[config.mk]
export PLATFORM = sky130hd
export DESIGN_NAME = adc_in_inc_phs_seq
export DESIGN_NICKNAME = d
export VERILOG_FILES = /design/src/rtl/adc_phs_pkg.sv /design/src/rtl/phs_pos_wrap.sv /design/src/rtl/adc_in_inc_phs_seq.sv
export SDC_FILE = /design/constraint.sdc
export NUM_CORES = 1
export LEC_CHECK = 0
export CORE_AREA = 2 2 84 86
export CTS_BUF_LIST = sky130_fd_sc_hd__clkbuf_2
export CTS_CLUSTER_SIZE = 16
export DETAILED_ROUTE_END_ITERATION = 10
export DIE_AREA = 0 0 86 88
export PLACE_DENSITY = 0.87
export RECOVER_POWER = 25
export SYNTH_ARGS = -nofsm -noshare
export SYNTH_HDL_FRONTEND = slang
export SYNTH_SLANG_ARGS = --single-unit
[constraint.sdc]
create_clock -name user_clk -period 3.98 [get_ports user_clk]
set_input_delay 0.995 -clock user_clk [delete_from_list [all_inputs] [get_ports user_clk]]
set_output_delay 0.995 -clock user_clk [all_outputs]
set_load 0.03 [all_outputs]
[src/rtl/adc_phs_pkg.sv]
// adc_phs_pkg: shared FSM states, command/status field positions and status helpers for the ADC phase sequencer.
package adc_phs_pkg;
  typedef enum logic [1:0] {S_IDLE, S_PULSE, S_WAIT, S_GAP} state_t;
  localparam int CMD_GO = 31;
  localparam int CMD_DIR = 30;
  localparam int CMD_N_MSB = 15;
  localparam int ST_BUSY = 31;
  localparam int ST_ERR_TO = 30;
  localparam int ST_ERR_OV = 29;
  localparam int ST_SL_LSB = 16;
  localparam int SL_W = 11;
  function automatic logic [SL_W-1:0] sat_steps(input logic [15:0] s);
    return |s[15:SL_W] ? '1 : s[SL_W-1:0];
  endfunction
endpackage

[src/rtl/phs_pos_wrap.sv]
// phs_pos_wrap: modulo-MOD up/down position counter, wraps in [0, MOD-1].
module phs_pos_wrap #(
  parameter int MOD = 1120,
  parameter int W = 16
) (
  input  logic         clk,
  input  logic         rst,
  input  logic         en,
  input  logic         up,
  output logic [W-1:0] pos
);
  localparam logic [W-1:0] TOP = W'(MOD - 1);
  always_ff @(posedge clk or posedge rst)
    if (rst) pos <= '0;
    else if (en) pos <= up ? (pos == TOP ? '0 : pos + 1'b1) : (pos == '0 ? TOP : pos - 1'b1);
endmodule

[src/rtl/adc_in_inc_phs_seq.sv]
// adc_in_inc_phs_seq: turns toggled software commands into MMCM fine phase-shift steps and tracks position.
module adc_in_inc_phs_seq
  import adc_phs_pkg::*;
#(
  parameter int PHASE_MOD = 1120,
  parameter int TIMEOUT = 255,
  parameter int GAP_CYCLES = 4
) (
  input  logic        user_clk,
  input  logic        user_rst,
  input  logic [31:0] cmd_word,
  output logic        ps_en,
  output logic        ps_incdec,
  input  logic        ps_done,
  output logic        busy,
  output logic [31:0] status_word
);
  localparam int TW = $clog2(TIMEOUT + 1);
  localparam int GW = $clog2(GAP_CYCLES + 1);
  logic [1:0] rst_q;
  logic rst, armed, go_q, dir_in, go_last, dir, err_to, err_ov;
  logic toggle, accept, step_ok, tmo, gap_end, unused_cmd;
  logic [15:0] n_in, steps_left, pos;
  logic [TW-1:0] wcnt;
  logic [GW-1:0] gcnt;
  state_t state, state_nxt;

  // Reset asserts immediately but releases on a clock edge.
  always_ff @(posedge user_clk or posedge user_rst)
    if (user_rst) rst_q <= 2'b11;
    else rst_q <= {rst_q[0], 1'b0};
  assign rst = rst_q[1];

  assign unused_cmd = ^cmd_word[29:16];
  assign toggle = armed && go_q != go_last;
  assign accept = state == S_IDLE && toggle;
  assign step_ok = state == S_WAIT && ps_done;
  assign tmo = state == S_WAIT && !ps_done && wcnt == TW'(TIMEOUT - 1);
  assign gap_end = state == S_GAP && gcnt == GW'(GAP_CYCLES - 1);

  always_comb begin
    state_nxt = state;
    unique case (state)
      S_IDLE:  state_nxt = accept && n_in != '0 ? S_PULSE : S_IDLE;
      S_PULSE: state_nxt = S_WAIT;
      S_WAIT:  state_nxt = step_ok ? S_GAP : tmo ? S_IDLE : S_WAIT;
      S_GAP:   state_nxt = !gap_end ? S_GAP : steps_left != '0 ? S_PULSE : S_IDLE;
      default: state_nxt = S_IDLE;
    endcase
  end

  always_ff @(posedge user_clk or posedge rst)
    if (rst) begin
      state <= S_IDLE;
      armed <= 1'b0;
      go_q <= 1'b0;
      dir_in <= 1'b0;
      n_in <= '0;
      go_last <= 1'b0;
      dir <= 1'b0;
      err_to <= 1'b0;
      err_ov <= 1'b0;
      steps_left <= '0;
      wcnt <= '0;
      gcnt <= '0;
    end else begin
      state <= state_nxt;
      armed <= 1'b1;
      go_q <= cmd_word[CMD_GO];
      dir_in <= cmd_word[CMD_DIR];
      n_in <= cmd_word[CMD_N_MSB:0];
      // The first sampled toggle level becomes the reference so release never starts a run.
      if (!armed || toggle) go_last <= !armed ? cmd_word[CMD_GO] : go_q;
      if (accept) begin
        dir <= dir_in;
        steps_left <= n_in;
        err_to <= 1'b0;
        err_ov <= 1'b0;
      end else if (toggle) err_ov <= 1'b1;
      if (step_ok) steps_left <= steps_left - 1'b1;
      if (tmo) begin
        err_to <= 1'b1;
        steps_left <= '0;
      end
      // wcnt holds the number of cycles elapsed since the PSEN pulse.
      wcnt <= state == S_WAIT ? wcnt + 1'b1 : TW'(1);
      gcnt <= state == S_GAP ? gcnt + 1'b1 : '0;
    end

  phs_pos_wrap #(.MOD(PHASE_MOD), .W(16)) u_pos (
    .clk(user_clk),
    .rst(rst),
    .en(step_ok),
    .up(dir),
    .pos(pos)
  );

  assign ps_en = state == S_PULSE;
  assign ps_incdec = dir;
  assign busy = state != S_IDLE;

  always_comb begin
    status_word = '0;
    status_word[ST_BUSY] = busy;
    status_word[ST_ERR_TO] = err_to;
    status_word[ST_ERR_OV] = err_ov;
    status_word[ST_SL_LSB +: SL_W] = sat_steps(steps_left);
    status_word[15:0] = pos;
  end
endmodule

==> results.md <==
* Status: complete, but fails checks
* Failing checks: max-capacitance violations
* IO Pins at 70
* Min-delay worst type: reg -> reg
* Worst Path Max Fanout at 15
* Required @ worst endpoint at roughly 3000 ps
* Pre-antenna DRT Iters at 6
* Hold_buf cts at 0
* # rows at 30
* Async SR Flop Fraction at 1.00
* MaxCap Viol Count at 1
* Longest Clk Path Bufs at 2
* GPL Wtd Cong at just over 0.9
* Worst setup margin at roughly 450 ps
* Horiz. Die Dim at between 80 and 90 µm
* DP HPWL at ~6100 µm
* Die H at between 80 and 90 µm
* Total Neg Setup Slack at 0 ps
* CTS tree: done
* Die area at about 7600 µm²
* Top post-synthesis cells by area: dfrtp_1 44%, nor2_1 3.9%, nand2_1 3.7%
* Avg Inst Size Synth at ~9 µm²
* Final Hold Fails at 0
* Final net count at 507
* Fin crit share at 0.886
* Post-cts resize count at 0
* Leading area contributor after synthesis: dfrtp_1
* Crit path time final at between 3000 and 4000 ps
* Lkg Pwr at between 0.0015 and 0.002 µW
* GRT Total Usage at 0.251
* P&R area growth vs syn at 17.9%
* Pwr dens at ~760 nW/µm²
* CP Launch Type: flop
* Largest net degree at the start of global routing at 40
* Routed len/inst at 16.5 µm
* Least-Margin Pin Slew at about 1500 ps
* ANT cells at 0
* Port Buffers at 53
* RSZ-0062 raised after global routing: false
* Synthesis-stage register bit count at 70
* Yosys warnings at 0
* Peak VDD IR at about 0.00071 V
* Fraction of final layout cells with drive strength greater than 1 at 0.0726
* Place WS at around 1100 ps
* First-pass GRT wire length at around 15000 µm
* Syn Std Cell Area at 3840 µm²
* Routed WL at 9020 µm
* Setup CP Type: reg -> out
* Max H-tree Level at 3
* Count leader, synth: dfrtp_1
* Final Max Slew Viols at 0
* Seq/Total Area, Yosys at 0.457
* Placed Cells at about 530
* EDFF count, synth at 0
* CTS Root Cell: clkbuf_2
* Post-synth top cells: 68 x dfrtp_1, 40 x nor2_1, 38 x nand2_1
* Slew headroom at 0.0163
* Vias at about 3500
* Fin Hold WS at 373 ps
* Top-area cell type share of the netlist area at 0.443
* Power Total at approximately 3500 µW
* Initial antenna violation count at 0
* Worst skew pair latency at 530 ps
* Multi-input logic area at about 1900 µm²
* Most used DFF post-synth: dfrtp_1
* Starting density of the core at 0.578
* Num CTS Buffers at 9
* DRC violation count after routing at 0
* Congestion Overflow GR at 0
* Buffer count from post-CTS setup fixing at 0
* CP Capture Type: primary output
* Via density at around 6.4
* Crit path DAT at 2530 ps
* Vias in the first global route at between 3000 and 4000
* CTS Sinks at 70
* Yosys cell types at just under 60
* Non-filler cells, final at between 500 and 600
* FILL cells at between 500 and 600
* Skew final at ~28 ps
* Initial DRC Count at between 400 and 500
* Final setup viols at 0
* Max Clock Freq at ~280 MHz
* Register Area at about 1800 µm²
* CTS clk-pin slew, worst paths at roughly 200 ps
* CORE AREA at between 6000 and 7000 µm²
* Final ANT Viol Nets at 0
* Post-Syn Instances at 428
final timing paths:
kind | start | to | slack (ps) | cells after the start
worst max-delay path | steps_left[11] | status_word[26] | 450 | 3
worst min-delay path | rst_q[0] | rst_q[1] | 370 | 0
worst max register to register | u_pos.pos[13] | u_pos.pos[14] | 1220 | 6
worst min register to register | rst_q[0] | rst_q[1] | 370 | 0
max in group asynchronous | rst_q[1] | dir_in | 2170 | 2
min in group asynchronous | rst_q[1] | u_pos.pos[13] | 700 | 1
cell type report:
cell class              count  share of cell area
clock inverters             7              0.0265
inverters                  13              0.0108
repair buffers             60               0.129
multi-input cells         309               0.414
flip-flops and latches     70               0.388
clock buffers               9             0.00995
well taps                  80              0.0221
metal layers:
| metal | track usage | up-vias | routed length [µm] |
|---|---|---|---|
| met2 | 0.386 | 174 | 4300 |
| met5 | 0 | - | 0 |
| li1 | - | 1638 | - |
| met3 | 0.0537 | 30 | 672 |
| met1 | 0.337 | 1657 | 3790 |
| met4 | 0.127 | 0 | 263 |
critical path, stage by stage, from the launching register on:
cell             delay [ps]
dfrtp_1                 570
nor4_1                  600
nand2_1                 200
clkdlybuf4s50_1         640
sequential cells by signal, summed over array words and instances (netlist names):
signal and count:
n_in 16, ps_incdec 1, steps_left 16, u_pos.pos 16
wcnt 8, rst_q 2, go_q 1, go_last 1
gcnt 3, err_ov 1, state 2, dir_in 1
err_to 1, armed 1
placed cells by master (no fill, tap or decap), types with 9 or more instances in the layout:
master           count
a21oi_1             12
clkbuf_2             9
clkdlybuf4s50_1     34
dfrtp_1             68
dlygate4sd3_1       19
ha_1                 9
inv_1               13
nand2_1             38
nand3_1             21
nand4_1             12
nor2_1              40
nor3_1              14
nor4_1              15
o211ai_1             9
o21ai_0             28
or3_1               14
through the flow:
step                instance area [µm²]   util
global placement                   4360  0.656
detailed placement                 4360  0.656
finish                             4530  0.681
global route                       4530  0.681
floorplan                          3850      -
CTS                                4530  0.681
power breakdown:
group	total (µW)	internal [µW]	switching, µW	leakage [µW]
registers	1240	893	344	0.000849
clock network	549	274	275	0.0000929
logic	1670	685	988	0.000951
kinds of logic (layout without fill, tap and decap cells):
logic type	count (synthesis)	in the layout	share of synthesized area
xor gates and xnor gates	8	8	0.0182
other	2	4	0.00196
and+or+nand+nor	186	186	0.250
adders and majority gates	9	9	0.0293
DFF	70	70	0.457
buffers and inverters	51	89	0.0567
muxes	6	6	0.0163
AOI/OAI and AO/OA	96	96	0.171
No activity file was read; power rests on OpenSTA's default activity.
